### src/rtl/load_store_unit.sv
// Memory-access stage: one Wishbone classic cycle per load/store, with byte-lane
// steering, load sign extension, and fault reporting for misalignment, bus error and timeout.
module load_store_unit #(
  parameter  int NUM_REGS = 64,
  parameter  int TIMEOUT  = 255,
  localparam int RI       = $clog2(NUM_REGS)
) (
  input  logic          wb_clk_i,
  input  logic          rst,
  input  logic          is_load,
  input  logic          is_store,
  input  logic [31:0]   loadstore_address,
  input  logic [1:0]    loadstore_size,
  input  logic          sign_extend,
  input  logic [RI-1:0] loadstore_dest,
  input  logic [31:0]   store_data,
  output logic          busy,
  output logic          wr_en,
  output logic [RI-1:0] wr_idx,
  output logic [31:0]   wr_val,
  output logic          fault,
  output logic [31:0]   fault_addr,
  output logic          wb_cyc_o,
  output logic          wb_stb_o,
  output logic          wb_we_o,
  output logic [31:0]   wb_adr_o,
  output logic [3:0]    wb_sel_o,
  output logic [31:0]   wb_dat_o,
  input  logic [31:0]   wb_dat_i,
  input  logic          wb_ack_i,
  input  logic          wb_err_i
);

  typedef enum logic [1:0] {IDLE, BUS, DONE} state_t;

  localparam logic [7:0] TO_LAST = 8'(TIMEOUT - 1);

  state_t        state_q, state_d;
  logic [7:0]    cnt_q, cnt_d;
  logic [31:0]   addr_q, addr_d;
  logic [1:0]    size_q, size_d;
  logic          sext_q, sext_d;
  logic [RI-1:0] dest_q, dest_d;
  logic          load_q, load_d;
  logic          wb_cyc_q, wb_cyc_d;
  logic          wb_we_q, wb_we_d;
  logic [31:0]   wb_adr_q, wb_adr_d;
  logic [3:0]    wb_sel_q, wb_sel_d;
  logic [31:0]   wb_dat_q, wb_dat_d;
  logic          wr_en_q, wr_en_d;
  logic [RI-1:0] wr_idx_q, wr_idx_d;
  logic [31:0]   wr_val_q, wr_val_d;
  logic          fault_q, fault_d;
  logic [31:0]   fault_addr_q, fault_addr_d;

  logic          req;
  logic          misaligned;
  logic [1:0]    req_off;
  logic [3:0]    req_sel;
  logic [31:0]   req_dat;
  logic [31:0]   rd_shift;
  logic [31:0]   load_val;

  assign req     = is_load | is_store;
  assign req_off = loadstore_address[1:0];
  assign busy    = ((state_q == IDLE) && req) || (state_q == BUS);

  always_comb begin
    misaligned = 1'b0;
    req_sel    = 4'b1111;
    req_dat    = store_data;
    case (loadstore_size)
      2'd0: begin
        req_sel = 4'b0001 << req_off;
        req_dat = {4{store_data[7:0]}};
      end
      2'd1: begin
        misaligned = req_off[0];
        req_sel    = 4'b0011 << req_off;
        req_dat    = {2{store_data[15:0]}};
      end
      2'd2:    misaligned = (req_off != 2'b00);
      default: misaligned = 1'b1;
    endcase
  end

  // Offset comes from the latched address; the bus inputs are only live in BUS.
  always_comb begin
    rd_shift = wb_dat_i >> {addr_q[1:0], 3'b000};
    case (size_q)
      2'd0:    load_val = {{24{sext_q & rd_shift[7]}}, rd_shift[7:0]};
      2'd1:    load_val = {{16{sext_q & rd_shift[15]}}, rd_shift[15:0]};
      default: load_val = rd_shift;
    endcase
  end

  always_comb begin
    state_d      = state_q;
    cnt_d        = cnt_q;
    addr_d       = addr_q;
    size_d       = size_q;
    sext_d       = sext_q;
    dest_d       = dest_q;
    load_d       = load_q;
    wb_cyc_d     = wb_cyc_q;
    wb_we_d      = wb_we_q;
    wb_adr_d     = wb_adr_q;
    wb_sel_d     = wb_sel_q;
    wb_dat_d     = wb_dat_q;
    wr_en_d      = 1'b0;
    wr_idx_d     = wr_idx_q;
    wr_val_d     = wr_val_q;
    fault_d      = 1'b0;
    fault_addr_d = fault_addr_q;
    case (state_q)
      IDLE: begin
        if (req) begin
          addr_d = loadstore_address;
          size_d = loadstore_size;
          sext_d = sign_extend;
          dest_d = loadstore_dest;
          load_d = is_load;
          if (misaligned) begin
            state_d      = DONE;
            fault_d      = 1'b1;
            fault_addr_d = loadstore_address;
          end else begin
            state_d  = BUS;
            cnt_d    = '0;
            wb_cyc_d = 1'b1;
            wb_we_d  = is_store;
            wb_adr_d = {loadstore_address[31:2], 2'b00};
            wb_sel_d = req_sel;
            wb_dat_d = req_dat;
          end
        end
      end
      BUS: begin
        cnt_d = cnt_q + 8'd1;
        if (wb_err_i || (!wb_ack_i && cnt_q == TO_LAST)) begin
          state_d      = DONE;
          wb_cyc_d     = 1'b0;
          wb_we_d      = 1'b0;
          fault_d      = 1'b1;
          fault_addr_d = addr_q;
        end else if (wb_ack_i) begin
          state_d  = DONE;
          wb_cyc_d = 1'b0;
          wb_we_d  = 1'b0;
          if (load_q) begin
            wr_en_d  = 1'b1;
            wr_idx_d = dest_q;
            wr_val_d = load_val;
          end
        end
      end
      default: state_d = IDLE;
    endcase
  end

  always_ff @(posedge wb_clk_i) begin
    if (rst) begin
      state_q      <= IDLE;
      cnt_q        <= '0;
      addr_q       <= '0;
      size_q       <= '0;
      sext_q       <= 1'b0;
      dest_q       <= '0;
      load_q       <= 1'b0;
      wb_cyc_q     <= 1'b0;
      wb_we_q      <= 1'b0;
      wb_adr_q     <= '0;
      wb_sel_q     <= '0;
      wb_dat_q     <= '0;
      wr_en_q      <= 1'b0;
      wr_idx_q     <= '0;
      wr_val_q     <= '0;
      fault_q      <= 1'b0;
      fault_addr_q <= '0;
    end else begin
      state_q      <= state_d;
      cnt_q        <= cnt_d;
      addr_q       <= addr_d;
      size_q       <= size_d;
      sext_q       <= sext_d;
      dest_q       <= dest_d;
      load_q       <= load_d;
      wb_cyc_q     <= wb_cyc_d;
      wb_we_q      <= wb_we_d;
      wb_adr_q     <= wb_adr_d;
      wb_sel_q     <= wb_sel_d;
      wb_dat_q     <= wb_dat_d;
      wr_en_q      <= wr_en_d;
      wr_idx_q     <= wr_idx_d;
      wr_val_q     <= wr_val_d;
      fault_q      <= fault_d;
      fault_addr_q <= fault_addr_d;
    end
  end

  assign wb_cyc_o   = wb_cyc_q;
  assign wb_stb_o   = wb_cyc_q;
  assign wb_we_o    = wb_we_q;
  assign wb_adr_o   = wb_adr_q;
  assign wb_sel_o   = wb_sel_q;
  assign wb_dat_o   = wb_dat_q;
  assign wr_en      = wr_en_q;
  assign wr_idx     = wr_idx_q;
  assign wr_val     = wr_val_q;
  assign fault      = fault_q;
  assign fault_addr = fault_addr_q;

endmodule

### config.mk
export PLATFORM = sky130hd
export DESIGN_NAME = load_store_unit
export DESIGN_NICKNAME = d
export VERILOG_FILES = /design/src/rtl/load_store_unit.sv
export SDC_FILE = /design/constraint.sdc
export NUM_CORES = 1
export LEC_CHECK = 0
export ABC_AREA = 1
export BUFFER_PORTS_ARGS = -buffer_cell sky130_fd_sc_hd__buf_2
export CORE_MARGIN = 1
export CORE_UTILIZATION = 30
export DETAILED_ROUTE_END_ITERATION = 16
export PLACE_DENSITY = 0.58
export SYNTH_ARGS = -nofsm -noshare
export SYNTH_HDL_FRONTEND = slang
export SYNTH_SLANG_ARGS = --single-unit
### constraint.sdc
create_clock -name wb_clk_i -period 1.9 [get_ports wb_clk_i]
set_input_delay 0.285 -clock wb_clk_i [delete_from_list [all_inputs] [get_ports wb_clk_i]]
set_output_delay 0.285 -clock wb_clk_i [all_outputs]
set_load 0.005 [all_outputs]
==> impl_metrics.ini, run 1 <==
[route]
dr.first_iter.drc_count = 537
vias = 8530
routed_wl_um = 27900
drc = 0
detail_route.vias_per_cell = 4.61
post_drt_wl_per_cell_um = 15.1
firstDrtPassIters = 5
ant_nets = 0

[cts]
clk_latency_ps = 440
cts_max_level = 4
cts_buffers = 17
clockBufferDepth = 2
cts_sinks = 192
cts_tree = yes
cts_root_buf = clkbuf_16
path_clk_slew_ps = 80

[synthesis]
synth_top_area_share = 0.438
synth_area_leaders = dfxtp_1 (44%), nand2_1 (14%), nor2_1 (7.2%), o21ai_0 (6.6%), a21oi_1 (5.9%)
syn_area_sq_um = 8770
syn_avg_cell_area_sq_um = 7.09
synth.distinct_cells = 37
yosysMostFrequentCell = nand2_1
ys_ff_latch = 192
ys_seq_area_frac = 0.438
synth_common_cells = nand2_1 (319), dfxtp_1 (192), nor2_1 (168), o21ai_0 (116), a21oi_1 (104)
synth_edf_count = 0
syn_inst = 1237
async_reset_ff_frac = 0
yosysWarningCount = 0
synthFlopType = dfxtp_1
yosys.area.top_type = dfxtp_1

[global_routing]
gr-total-overflow = 0
grt_pass1_vias = 7792
grt_pass1_wl_um = 43300
grt.total_usage = 0.183
grt_max_degree = 65
antenna_found_initial = 5

[floorplan]
die_height_um = 173
io_pins = 255
dieWidth_um = 173
fp.dieArea_sq_um = 29900
std_cell_rows = 62
initial_core_util = 0.306
core_area_sq_um = 28700

[run_status]
status = finished, final reports clean

[pwr]
max-vdd-ir-drop_uv = 433
clkPwrFrac = 0.357
p_seq_frac = 0.451
leakagePower_nw = 5.28
powerDensity_nw_per_um2 = 926
swShare = 0.315
comb_power_share = 0.192
cellInternalPower_w = 0.00690
switchingPower_w = 0.00317

[setup_path]
crit_arrival_ps = 1560
crit_type = reg -> out
worst-path-max-fanout = 57
worstSetupStartpointType = flip-flop
end_kind = output port
cp.required_ps = 1620

[sta]
whs_ps = 94.7
relSlewSlack = 0.499
setup_violations = 0
tns_ps = 0
fin_crit_sh = 0.971
min_period_ps = 1840
skew_ps = 13.9
hold_violations = 0
tightest_slew_ps = 752
drv_slew = 0
clock.fmax_mhz = 542

[placed_design]
gp_congestion = 0.822
dp_hpwl_um = 19600
placedCellCount = 1812
io_buffer_count = 252

[final_layout]
area_growth_pct = 24.0
utilization = 0.379
layout-drive-gt1-share = 0.249
final_nets = 1560
fin_cells = 1849

[job]
cap_violations = 0

[hold_path]
min_path_type = in -> reg
[registers in the layout (all words and copies together), names as in the netlist, 2 cells and up]
| name | count |
|---|---|
| fault_addr | 32 |
| size_q | 2 |
| wb_adr_o | 30 |
| cnt_q | 8 |
| dest_q | 6 |
| wb_sel_o | 4 |
| wr_idx | 6 |
| state_q | 2 |
| addr_q | 32 |
| wr_val | 32 |
| wb_dat_o | 32 |
[per-layer routing]
metal	up-vias	GRT usage	share of wire
met5	-	0	0
li1	4427	-	-
met4	0	0.0612	0.014
met1	3865	0.249	0.48
met3	21	0.0325	0.043
met2	217	0.292	0.47
[cell type report]
cell class                      count  area [sq um]
Timing Repair Buffer              283          1590
Multi-Input combinational cell    889          4130
Clock buffer                       18           439
Clock inverter                     14           140
Sequential cell                   192          3840
Fill cell                        3124         17800
Antenna cell                        5          12.5
Tap cell                          384           480
Inverter                           64           245
[metrics by stage]
stage               cell area [sq um]  setup WS (ps)  total power, W
finish                          10900           55.8          0.0101
global route                    10900          -11.3          0.0106
CTS                             10900           35.1          0.0102
floorplan                        8780            533         0.00584
detailed placement              10300            189         0.00657
global placement                10300            233         0.00655
[layout by cell type, fill, tap and decap left out, types with 4 or more instances in the layout]
cell type and instances:
a211oi_1 5, nand2_1 319, nand3_1 62, a21oi_2 19, buf_12 7, inv_6 4
diode_2 5, o21ai_1 14, buf_2 252, inv_8 4, nor2_1 167, clkbuf_16 17
nand4_1 19, nor2_2 5, nand3b_1 32, a21oi_1 104, buf_4 23, o21ai_0 116
nand2_2 7, dfxtp_1 192, inv_1 57, inv_2 5
[worst max-delay path: stages, from the launching register on]
cell and delay, ps:
dfxtp_1 400, nor2_2 90, o21ai_4 100, buf_12 280, nand2_1 90, buf_2 140
[power groups by stage]
stage                     sequential, W  combinational (W)  clock (W)
after floorplan                 0.00463            0.00121          0
after global placement          0.00463            0.00192          0
after detailed placement        0.00463            0.00194          0
after CTS                       0.00455            0.00194    0.00372
after global routing            0.00459            0.00216    0.00388
final                           0.00454            0.00193    0.00360
[cells by family (layout without fill, tap and decap cells)]
logic type	after synthesis	in the layout	synth area share
adders and majority gates	2	2	0.00285
buffers and inverters	157	379	0.0929
DFF	192	192	0.438
other	1	7	0.000427
and+or+nand+nor	623	623	0.305
AOI/OAI and AO/OA	262	262	0.160
[repair_timing]
item | 4_1_cts | 5_1_grt
resized for setup | 1 | 1
buffers inserted | 0 | 0
endpoints found under the setup margin | 1 | 1
hold buffers | 0 | 0
[path summary, 6_finish.rpt]
kind	endpoint	cells after the start	slack, ps	start
min reg2reg	addr_q[22]$_SDFFE_PP0P_	2	450	addr_q[22]$_SDFFE_PP0P_
max reg2reg	fault_addr[10]$_SDFFE_PP0P_	7	220	state_q[0]$_SDFFE_PP0P_
min	wb_dat_o[0]$_SDFFE_PP0P_	3	90	store_data[0]
max	busy	5	60	state_q[0]$_SDFFE_PP0P_
No activity file was read; power rests on OpenSTA's default activity.
==> inputs of run 2 (changes only) <==
- clock period: 1.9 -> 2.18 ns (I/O delays scaled with it)
==> run 2 against run 1 <==
Sequential power fell by 13%. Clock power fell by 4%. Count of clock-buffer cells in the layout fell by 1.
==> impl_metrics.ini, run 2 (same netlist as run 1, synthesis figures left out) <==
[route]
routed_wl_um = 27800
vias = 8538
drc = 0
firstDrtPassIters = 5
dr.first_iter.drc_count = 581
detail_route.vias_per_cell = 4.65
post_drt_wl_per_cell_um = 15.1
ant_nets = 0

[cts]
cts_max_level = 4
cts_root_buf = clkbuf_16
path_clk_slew_ps = 80
clk_latency_ps = 450
clockBufferDepth = 2
post_cts_buffers = 0
cts_sinks = 192
post_cts_resized = 0
cts_tree = yes
cts_hold_buffers = 0
cts_buffers = 17

[setup_path]
crit_type = reg -> out
cp.required_ps = 1850
worst-path-max-fanout = 49
worstSetupStartpointType = flip-flop
crit_arrival_ps = 1630
reg2reg_depth = 9
end_kind = output port

[hold_path]
min_path_type = in -> reg
worstHoldPathCells = 3

[placed_design]
gp_congestion = 0.861
place_ws_ps = 431
placedCellCount = 1802
io_buffer_count = 252
dp_hpwl_um = 19400

[floorplan]
initial_core_util = 0.306
die_height_um = 173
dieWidth_um = 173
std_cell_rows = 62
core_area_sq_um = 28700
fp.dieArea_sq_um = 29900
io_pins = 255

[sta]
rsz0062_at_grt = no
clock.fmax_mhz = 511
tns_ps = 0
hold_violations = 0
setup_violations = 0
drv_slew = 0
tightest_slew_ps = 767
min_period_ps = 1960
fin_crit_sh = 0.897
setup_slack_ps = 223
skew_ps = 21.7
relSlewSlack = 0.488

[final_layout]
area_growth_pct = 23.7
layout-drive-gt1-share = 0.243
fin_cells = 1836
final_nets = 1550
layout_commonest_cell = nand2_1
mostFrequentLayoutCells = nand2_1 (319), buf_2 (252), dfxtp_1 (192)

[run_status]
status = finished, final reports clean

[global_routing]
antenna_found_initial = 3
gr-total-overflow = 0
grt_pass1_vias = 7803
grt_pass1_wl_um = 43900
grt_max_degree = 84
grt.total_usage = 0.184

[job]
cap_violations = 0

[pwr]
leakagePower_nw = 5.25
powerDensity_nw_per_um2 = 834
max-vdd-ir-drop_uv = 401
run 2: path summary, 6_finish.rpt:
path	start	to	slack, ps
max	state_q[1]$_SDFFE_PP0P_	busy	220
max reg2reg	cnt_q[0]$_SDFFE_PP0P_	fault_addr[4]$_SDFFE_PP0P_	430
min	loadstore_dest[3]	dest_q[3]$_SDFFE_PP0P_	130
min reg2reg	addr_q[26]$_SDFFE_PP0P_	addr_q[26]$_SDFFE_PP0P_	450
run 2: metrics by stage:
stage          utilization  hold slack (ps)  area (sq um)  power, W
6_report             0.378              134         10900   0.00906
5_1_grt              0.378              118         10900   0.00955
4_1_cts              0.378              113         10800   0.00919
3_5_place_dp         0.355              440         10200   0.00571
3_3_place_gp         0.355              433         10200   0.00569
2_1_floorplan            -              425          8780   0.00509
run 2: final cells by class:
class                      instances  area (sq um)
fill                            3143         17800
multi-input combinational        889          4130
sequential                       192          3840
timing repair buffer             273          1490
tap                              384           480
clock buffer                      17           425
inverter                          64           245
clock inverter                    15           229
antenna                            2          5.00
run 2: critical path: stages, from the launching register on:
cell and delay (ps):
dfxtp_1 390, inv_2 60, nand2_4 60, buf_4 430
nand2_1 100, buf_2 140
run 2: power breakdown:
group	total, W	switching (W)	internal, W	leakage (nW)
logic	0.00166	0.00102	0.000638	3.36
clock network	0.00344	0.00180	0.00164	0.314
registers	0.00396	0.000161	0.00380	1.58
run 2: per-layer routing:
metal / up-vias / routed length, um / track usage
met5: - / 13 / 0
met4: 2 / 356 / 0.0538
met1: 3873 / 13100 / 0.253
met3: 25 / 1420 / 0.0354
li1: 4405 / - / -
met2: 233 / 12900 / 0.292
